[src/rtl/eab_pipe.sv]
// eab_pipe -- pipelined effective-address generator for the LC-3 datapath.
//
// Computes ea = base + (sign-extended IR offset << SHIFT). The base is one of
// pc, ra, zero, or the previous result. Valid/ready handshakes are used on both
// sides, and the block has 1 or 2 register stages (PIPE).
//
// Ports:
//   clk, reset            rising-edge clock, synchronous active-high reset
//   in_valid / in_ready   request handshake (ir, ra, pc, sel_* sampled on accept)
//   ir                    instruction offset bits [IRW-1:0]
//   ra, pc                base register value, incremented PC
//   sel_base              0 = pc, 1 = ra, 2 = zero, 3 = last result
//   sel_off               0 = zero, 1 = IR[5:0], 2 = IR[8:0], 3 = IR[IRW-1:0]
//   out_valid / out_ready result handshake
//   ea_out                effective address (modulo 2^WIDTH)
//   carry_out             unsigned carry out of the add
//   page_cross            upper PAGE_BITS of ea_out differ from the base
module eab_pipe #(
   parameter int WIDTH     = 16,
   parameter int IRW       = 11,
   parameter int PIPE      = 2,
   parameter int SHIFT     = 0,
   parameter int PAGE_BITS = 7
) (
   input  logic             clk,
   input  logic             reset,
   input  logic             in_valid,
   output logic             in_ready,
   input  logic [IRW-1:0]   ir,
   input  logic [WIDTH-1:0] ra,
   input  logic [WIDTH-1:0] pc,
   input  logic [1:0]       sel_base,
   input  logic [1:0]       sel_off,
   output logic             out_valid,
   input  logic             out_ready,
   output logic [WIDTH-1:0] ea_out,
   output logic             carry_out,
   output logic             page_cross
);

   // Sign-extends the selected IR field to WIDTH and applies the scale shift.
   function automatic logic [WIDTH-1:0] scaledOffset(input logic [1:0] sel,
                                                     input logic [IRW-1:0] irv);
      logic signed [5:0]       f6;
      logic signed [8:0]       f9;
      logic signed [IRW-1:0]   fN;
      logic signed [WIDTH-1:0] ext;
      f6 = irv[5:0];
      f9 = irv[8:0];
      fN = irv;
      case (sel)
         2'd1:    ext = WIDTH'(f6);
         2'd2:    ext = WIDTH'(f9);
         2'd3:    ext = WIDTH'(fN);
         default: ext = '0;
      endcase
      return ext << SHIFT;
   endfunction

   logic [WIDTH-1:0] baseSel;
   logic [WIDTH-1:0] offSel;
   logic [WIDTH:0]   sum;
   logic [WIDTH-1:0] eaNext;
   logic             carryNext;
   logic             pageNext;
   logic [WIDTH-1:0] lastEa;

   logic             vld_p1;
   logic [WIDTH-1:0] ea_p1;
   logic             carry_p1;
   logic             page_p1;
   logic             rdy_p1;
   logic             nextRdy;
   logic             accept;

   // Stage 0: operand select and add (combinational, ahead of stage 1)
   always_comb begin
      baseSel = pc;
      case (sel_base)
         2'd1:    baseSel = ra;
         2'd2:    baseSel = '0;
         2'd3:    baseSel = lastEa;
         default: baseSel = pc;
      endcase
      offSel    = scaledOffset(sel_off, ir);
      sum       = {1'b0, baseSel} + {1'b0, offSel};
      eaNext    = sum[WIDTH-1:0];
      carryNext = sum[WIDTH];
      pageNext  = eaNext[WIDTH-1 -: PAGE_BITS] != baseSel[WIDTH-1 -: PAGE_BITS];
   end

   assign rdy_p1   = !vld_p1 || nextRdy;
   assign in_ready = rdy_p1;
   assign accept   = in_valid && rdy_p1;

   // Stage 1: capture on acceptance; lastEa feeds chained requests without a bubble
   always_ff @(posedge clk) begin
      if (reset) begin
         vld_p1   <= 1'b0;
         ea_p1    <= '0;
         carry_p1 <= 1'b0;
         page_p1  <= 1'b0;
         lastEa   <= '0;
      end else begin
         if (rdy_p1) vld_p1 <= accept;
         if (accept) begin
            ea_p1    <= eaNext;
            carry_p1 <= carryNext;
            page_p1  <= pageNext;
            lastEa   <= eaNext;
         end
      end
   end

   if (WIDTH < IRW || IRW < 9 || SHIFT < 0 || SHIFT > 3 ||
       PAGE_BITS < 1 || PAGE_BITS > WIDTH) begin : gBadParam
      $error("eab_pipe: illegal WIDTH/IRW/SHIFT/PAGE_BITS combination");
   end

   if (PIPE == 1) begin : gOne
      assign nextRdy    = out_ready;
      assign out_valid  = vld_p1;
      assign ea_out     = ea_p1;
      assign carry_out  = carry_p1;
      assign page_cross = page_p1;
   end else if (PIPE == 2) begin : gTwo
      logic             vld_p2;
      logic [WIDTH-1:0] ea_p2;
      logic             carry_p2;
      logic             page_p2;
      logic             rdy_p2;

      assign rdy_p2  = !vld_p2 || out_ready;
      assign nextRdy = rdy_p2;

      // Stage 2: refills when empty or when its current result is consumed
      always_ff @(posedge clk) begin
         if (reset) begin
            vld_p2   <= 1'b0;
            ea_p2    <= '0;
            carry_p2 <= 1'b0;
            page_p2  <= 1'b0;
         end else if (rdy_p2) begin
            vld_p2 <= vld_p1;
            if (vld_p1) begin
               ea_p2    <= ea_p1;
               carry_p2 <= carry_p1;
               page_p2  <= page_p1;
            end
         end
      end

      assign out_valid  = vld_p2;
      assign ea_out     = ea_p2;
      assign carry_out  = carry_p2;
      assign page_cross = page_p2;
   end else begin : gBadPipe
      $error("eab_pipe: PIPE must be 1 or 2");
   end

endmodule

[config.mk]
export PLATFORM = sky130hd
export DESIGN_NAME = eab_pipe
export DESIGN_NICKNAME = d
export VERILOG_FILES = /design/src/rtl/eab_pipe.sv
export SDC_FILE = /design/constraint.sdc
export NUM_CORES = 1
export LEC_CHECK = 0
export CAP_MARGIN = 20
export CORE_ASPECT_RATIO = 1.5
export CORE_MARGIN = 3
export CORE_UTILIZATION = 50
export CTS_BUF_LIST = sky130_fd_sc_hd__clkbuf_2 sky130_fd_sc_hd__clkbuf_4 sky130_fd_sc_hd__clkbuf_8
export DETAILED_ROUTE_END_ITERATION = 16
export PLACE_DENSITY = 0.8
export SYNTH_ARGS = -nofsm -noshare
export SYNTH_HDL_FRONTEND = slang
export SYNTH_SLANG_ARGS = --single-unit
[constraint.sdc]
create_clock -name clk -period 9.7 [get_ports clk]
set_clock_uncertainty 0.1 [all_clocks]
set_input_delay 0.97 -clock clk [delete_from_list [all_inputs] [get_ports clk]]
set_output_delay 0.97 -clock clk [all_outputs]
set_load 0.005 [all_outputs]
Word level (Yosys, flattened, before mapping)

Index checks and enable logic that the tools add are counted.

Bits in registers: 38
Bits of input ports: 51
Output and inout bits: 20
Logic and storage cells: 24

Add/sub/neg operators: 1
Equal/unequal tests: 7
Mux-type cells: 2
Reduce and logical (&&, ||, !) cells: 6

Operator list:

| cell                                                             | number |
|---|---|
| 16-bit one-hot mux with 3 select lines                           | 2 |
| 16-bit by 16-bit adder with 17-bit output                        | 1 |
| 2-bit == test (second input constant)                            | 4 |
| 7-bit inequality test                                            | 1 |
| 2-bit by 1-bit == test with 1-bit output (second input constant) | 2 |
| 1-bit logical NOT                                                | 2 |
| 1-bit logical OR                                                 | 2 |
| 2-bit AND reduction                                              | 1 |
| 1-bit logical AND                                                | 1 |

Longest topological paths before layout

Depth after elaboration: 4
Mapped depth: 16
Mapped depth without buffers: 13

Worst setup path before layout

OpenSTA, ideal clock, no wires.

Path kind: in2reg
Start: input port sel_base[0]
End: register page_p1
Library setup time: 134 ps
Arrival: 3,831 ps
Required time: 9,466 ps
Setup slack: 5,634 ps
Stages: 16
Buffers on the path: 3
Cells stage by stage: buf_6 > and2_4 > buf_6 > clkbuf_1 > nand2_1 > o21ai_0 > ha_1 > fa_1 > a21o_1 > a221oi_2 > o22ai_1 > o21ai_1 > nand2_1 > nor4b_1 > o2111a_1 > a311oi_2

Longest elaborated chain between the ends: 4
Elaborated cells between the ends (all ways): 6
Classes of those cells: 1 x add/sub; 4 x eq/ne; 1 x mux

Ends and longest elaborated chain:

| element                                                                   | RTL line | source |
|---|---|---|
| start: declaration                                                        | 32       | `input logic [1:0] sel_base,` |
| 2-bit == test or 2-bit by 1-bit == test with 1-bit output (tied branches) | 79       | `case (sel_base)` |
| 16-bit one-hot mux with 3 select lines (*)                                | 79       |  |
| 16-bit by 16-bit adder with 17-bit output                                 | 86       | `sum = {1'b0, baseSel} + {1'b0, offSel};` |
| 7-bit inequality test (*)                                                 | 89       | `pageNext = eaNext[WIDTH-1 -: PAGE_BITS] != baseSel[WIDTH-1 -: PAGE_BITS];` |
| end signal: assignment                                                    | 109      | `page_p1 <= pageNext;` |
| end: declaration                                                          | 71       | `logic page_p1;` |

Every way passes the cells marked *; elsewhere a longest branch is shown, timed or not.
A chain may end at the register's enable or synchronous reset.

Worst setup path after layout

Same ends and word-level chain as after synthesis.

==> results.cfg <==
[cts]
ctsHoldBuffers = 0
numCtsBuffers = 5
root_buffer = clkbuf_8
cts.sinks = 38
cts_tree = done
post-cts-setup-buffer-count = 0
h-tree-depth = 2
clock_path_buffers = 2
clk_pin_slew_ns = 0.07
insertion_delay_ns = 0.27
post_cts_resize_count = 0

[critical_path]
slowest_stage = clkdlybuf4s50_1
critical_path.top_delay_family = compound AO/OA/AOI/OAI gates
worst_ep_required_time_ns = 9.75
path_class = input port to flop
cp.arrival_ns = 4.97
worst-path-max-fanout = 17
slowest_delay_ns = 0.91
crit_chain = clkdlybuf4s50_1 -> and2_4 -> nand2_1 -> o21ai_0 -> ha_1 -> fa_1 -> a21o_1 -> a221oi_2 -> o22ai_1 -> o21ai_1 -> nand2_1 -> nor4b_1 -> o2111a_1 -> a311oi_2
cp-end-kind = flop
startpoint_type = input port
critPathBufInv = 1
crit_top_cell = nand2_1

[floorplan]
fp.coreArea_um2 = 5000
dieArea_um2 = 6260
io_pins = 71
die_w_um = 65.6
initial_core_util_pct = 53.3
die-height_um = 95.4
rows = 31

[synthesis]
ys_top_cells_by_count = nand2_1 (87), dfxtp_1 (38), a21oi_1 (37)
synth_fp_nets = 406
yosysTopAreaCell = dfxtp_1
synthArstFlopShare_pct = 0
ys_seq_area_share_pct = 28.5
yosysTopAreaCellShare_pct = 28.5
synth-edff-count = 0
synth_area_per_cell_um2 = 7.84
synth-seq-cells = 38
netlist_instances = 340
yosysMostFrequentCell = nand2_1
synthDistinctLibCells = 58
synthTopCellsByArea = dfxtp_1 (29%), nand2_1 (12%), mux2i_1 (7.1%)
yosys_warnings = 0
synthFlopType = dfxtp_1
syn-cell-area_um2 = 2670

[sta]
period_share_pct = 50.7
setup_tns_ns = 0
finalHoldViolCount = 0
slew_violations = 0
fin_crit_ns = 4.92
setup_violations = 0
rsz0062_at_grt = no
fin_ws_ns = 4.78
tightest_slew_ns = 0.977
relSlewSlack_pct = 34.7
fmax_mhz = 203

[grt]
grt_max_degree = 39
grt_usage_pct = 20.9
grt_pass1_vias = 2438
grt_first_pass_wirelength_um = 10600
gr-total-overflow = 0
antenna_found_initial = 0

[job]
maxCapViolations = 0

[routing]
num_vias = 2506
wire_per_inst_um = 13.5
first_iter_violations = 134
wirelength_um = 6310
final_antenna_net_count = 0
drt_drc_violations_left = 0
vias_per_cell = 5.38
first_pass_iters = 4

[placed_design]
post-dp-hpwl_um = 5170
port_buffers = 70
gp_routability_congestion = 0.902
dp_cells = 457
pre_cts_ws_ns = 4.52

[layout]
layout.nets = 465
drive_gt1_share_pct = 5.75
finalNonFillerCells = 466
syn2layout_area_growth_pct = 29.9
nFillCells = 431
diodes = 0

[pwr]
pwr_density_cell_nw_per_um2 = 128
vdd_drop_max_uv = 92.0
p_leak_nw = 1.37

[hold_path]
holdCritPathClass = flop to flop

[run_status]
status = finished clean
## placed cells by master, fill, tap and decap left out, drive strengths merged, types with 2 or more instances in the layout
cell	synthesis	layout
dfxtp	38	38
and2	2	2
clkdlybuf4s50	0	70
inv	4	4
nor3	5	5
a21oi	37	37
buf	6	2
o211ai	3	3
o21ai	18	18
o21a	2	2
nand2	87	87
clkbuf	14	6
ha	14	14
xor2	6	6
a31oi	3	3
xnor2	12	12
a211oi	6	6
nor2b	10	10
mux2i	20	20
a21o	6	6
o2bb2ai	3	3
nor2	15	15
or2	2	2
nand3	3	3
## area by class of cell
| cell class | count | area, um^2 | area share (%) |
|---|---|---|---|
| timing repair buffer | 72 | 716 | 20.7 |
| inverter | 4 | 15.0 | 0.434 |
| clock buffer | 6 | 82.6 | 2.38 |
| tap | 66 | 82.6 | 2.38 |
| sequential | 38 | 761 | 22.0 |
| multi-input combinational | 278 | 1790 | 51.8 |
| clock inverter | 2 | 12.5 | 0.361 |
## flip-flops by register name, summed over array words and instances, names as in the netlist
name,count
vld_p1,1
carry_out,1
page_p1,1
ea_p1,16
carry_p1,1
out_valid,1
page_cross,1
ea_out,16
## worst reg2reg max path, delay by kind of cell, from the launching register on
| family | cells | cell delay, ns |
|---|---|---|
| DFF | 1 | 0.33 |
| and+or+nand+nor | 3 | 0.53 |
| AOI/OAI and AO/OA | 7 | 1.37 |
| adders and majority gates | 2 | 0.66 |
## worst paths after layout
| path | slack (ns) | cells past startpoint | to | start |
|---|---|---|---|---|
| worst max register to register | 6.60 | 12 | page_p1$_SDFFE_PP0P_ | ea_p1[0]$_SDFFE_PP0P_ |
| worst max-delay path | 4.78 | 14 | page_p1$_SDFFE_PP0P_ | sel_base[0] |
| worst min register to register | 0.35 | 2 | ea_out[8]$_SDFFE_PP0P_ | ea_out[8]$_SDFFE_PP0P_ |
| worst min-delay path | 0.35 | 2 | ea_out[8]$_SDFFE_PP0P_ | ea_out[8]$_SDFFE_PP0P_ |
## layer usage
layer / global-route usage, % / wire [um] / vias up
li1: - / - / 1301
met1: 27.1 / 2860 / 1128
met2: 36.2 / 3130 / 71
met3: 1.42 / 230 / 6
met4: 7.27 / 86 / 0
met5: 0 / 0 / -
## stage by stage
step | utilization [%] | power, mW | hold WS, ns | cell area [um^2]
global route | 69.2 | 0.471 | 0.375 | 3460
finish | 69.2 | 0.443 | 0.352 | 3460
detailed placement | 67.2 | 0.337 | 0.345 | 3360
global placement | 67.2 | 0.333 | 0.341 | 3360
CTS | 69.1 | 0.445 | 0.355 | 3460
floorplan | - | 0.288 | 0.332 | 2670
## where the power goes
group          internal, mW  leakage (nW)  switching [mW]
clock network        0.0571        0.0472          0.0514
registers             0.168         0.311         0.00878
logic                0.0774          1.01          0.0804
total                 0.302          1.37           0.141
## kinds of logic (layout without fill, tap and decap cells)
group,count (synthesis),after routing,synth area share [%]
muxes,20,20,7.98
and+or+nand+nor,133,133,21.7
xor gates and xnor gates,19,19,6.80
AOI/OAI and AO/OA,90,90,23.0
DFF,38,38,28.5
buffers and inverters,24,84,4.18
adders and majority gates,16,16,7.74
(Power assumes the default switching activity.)
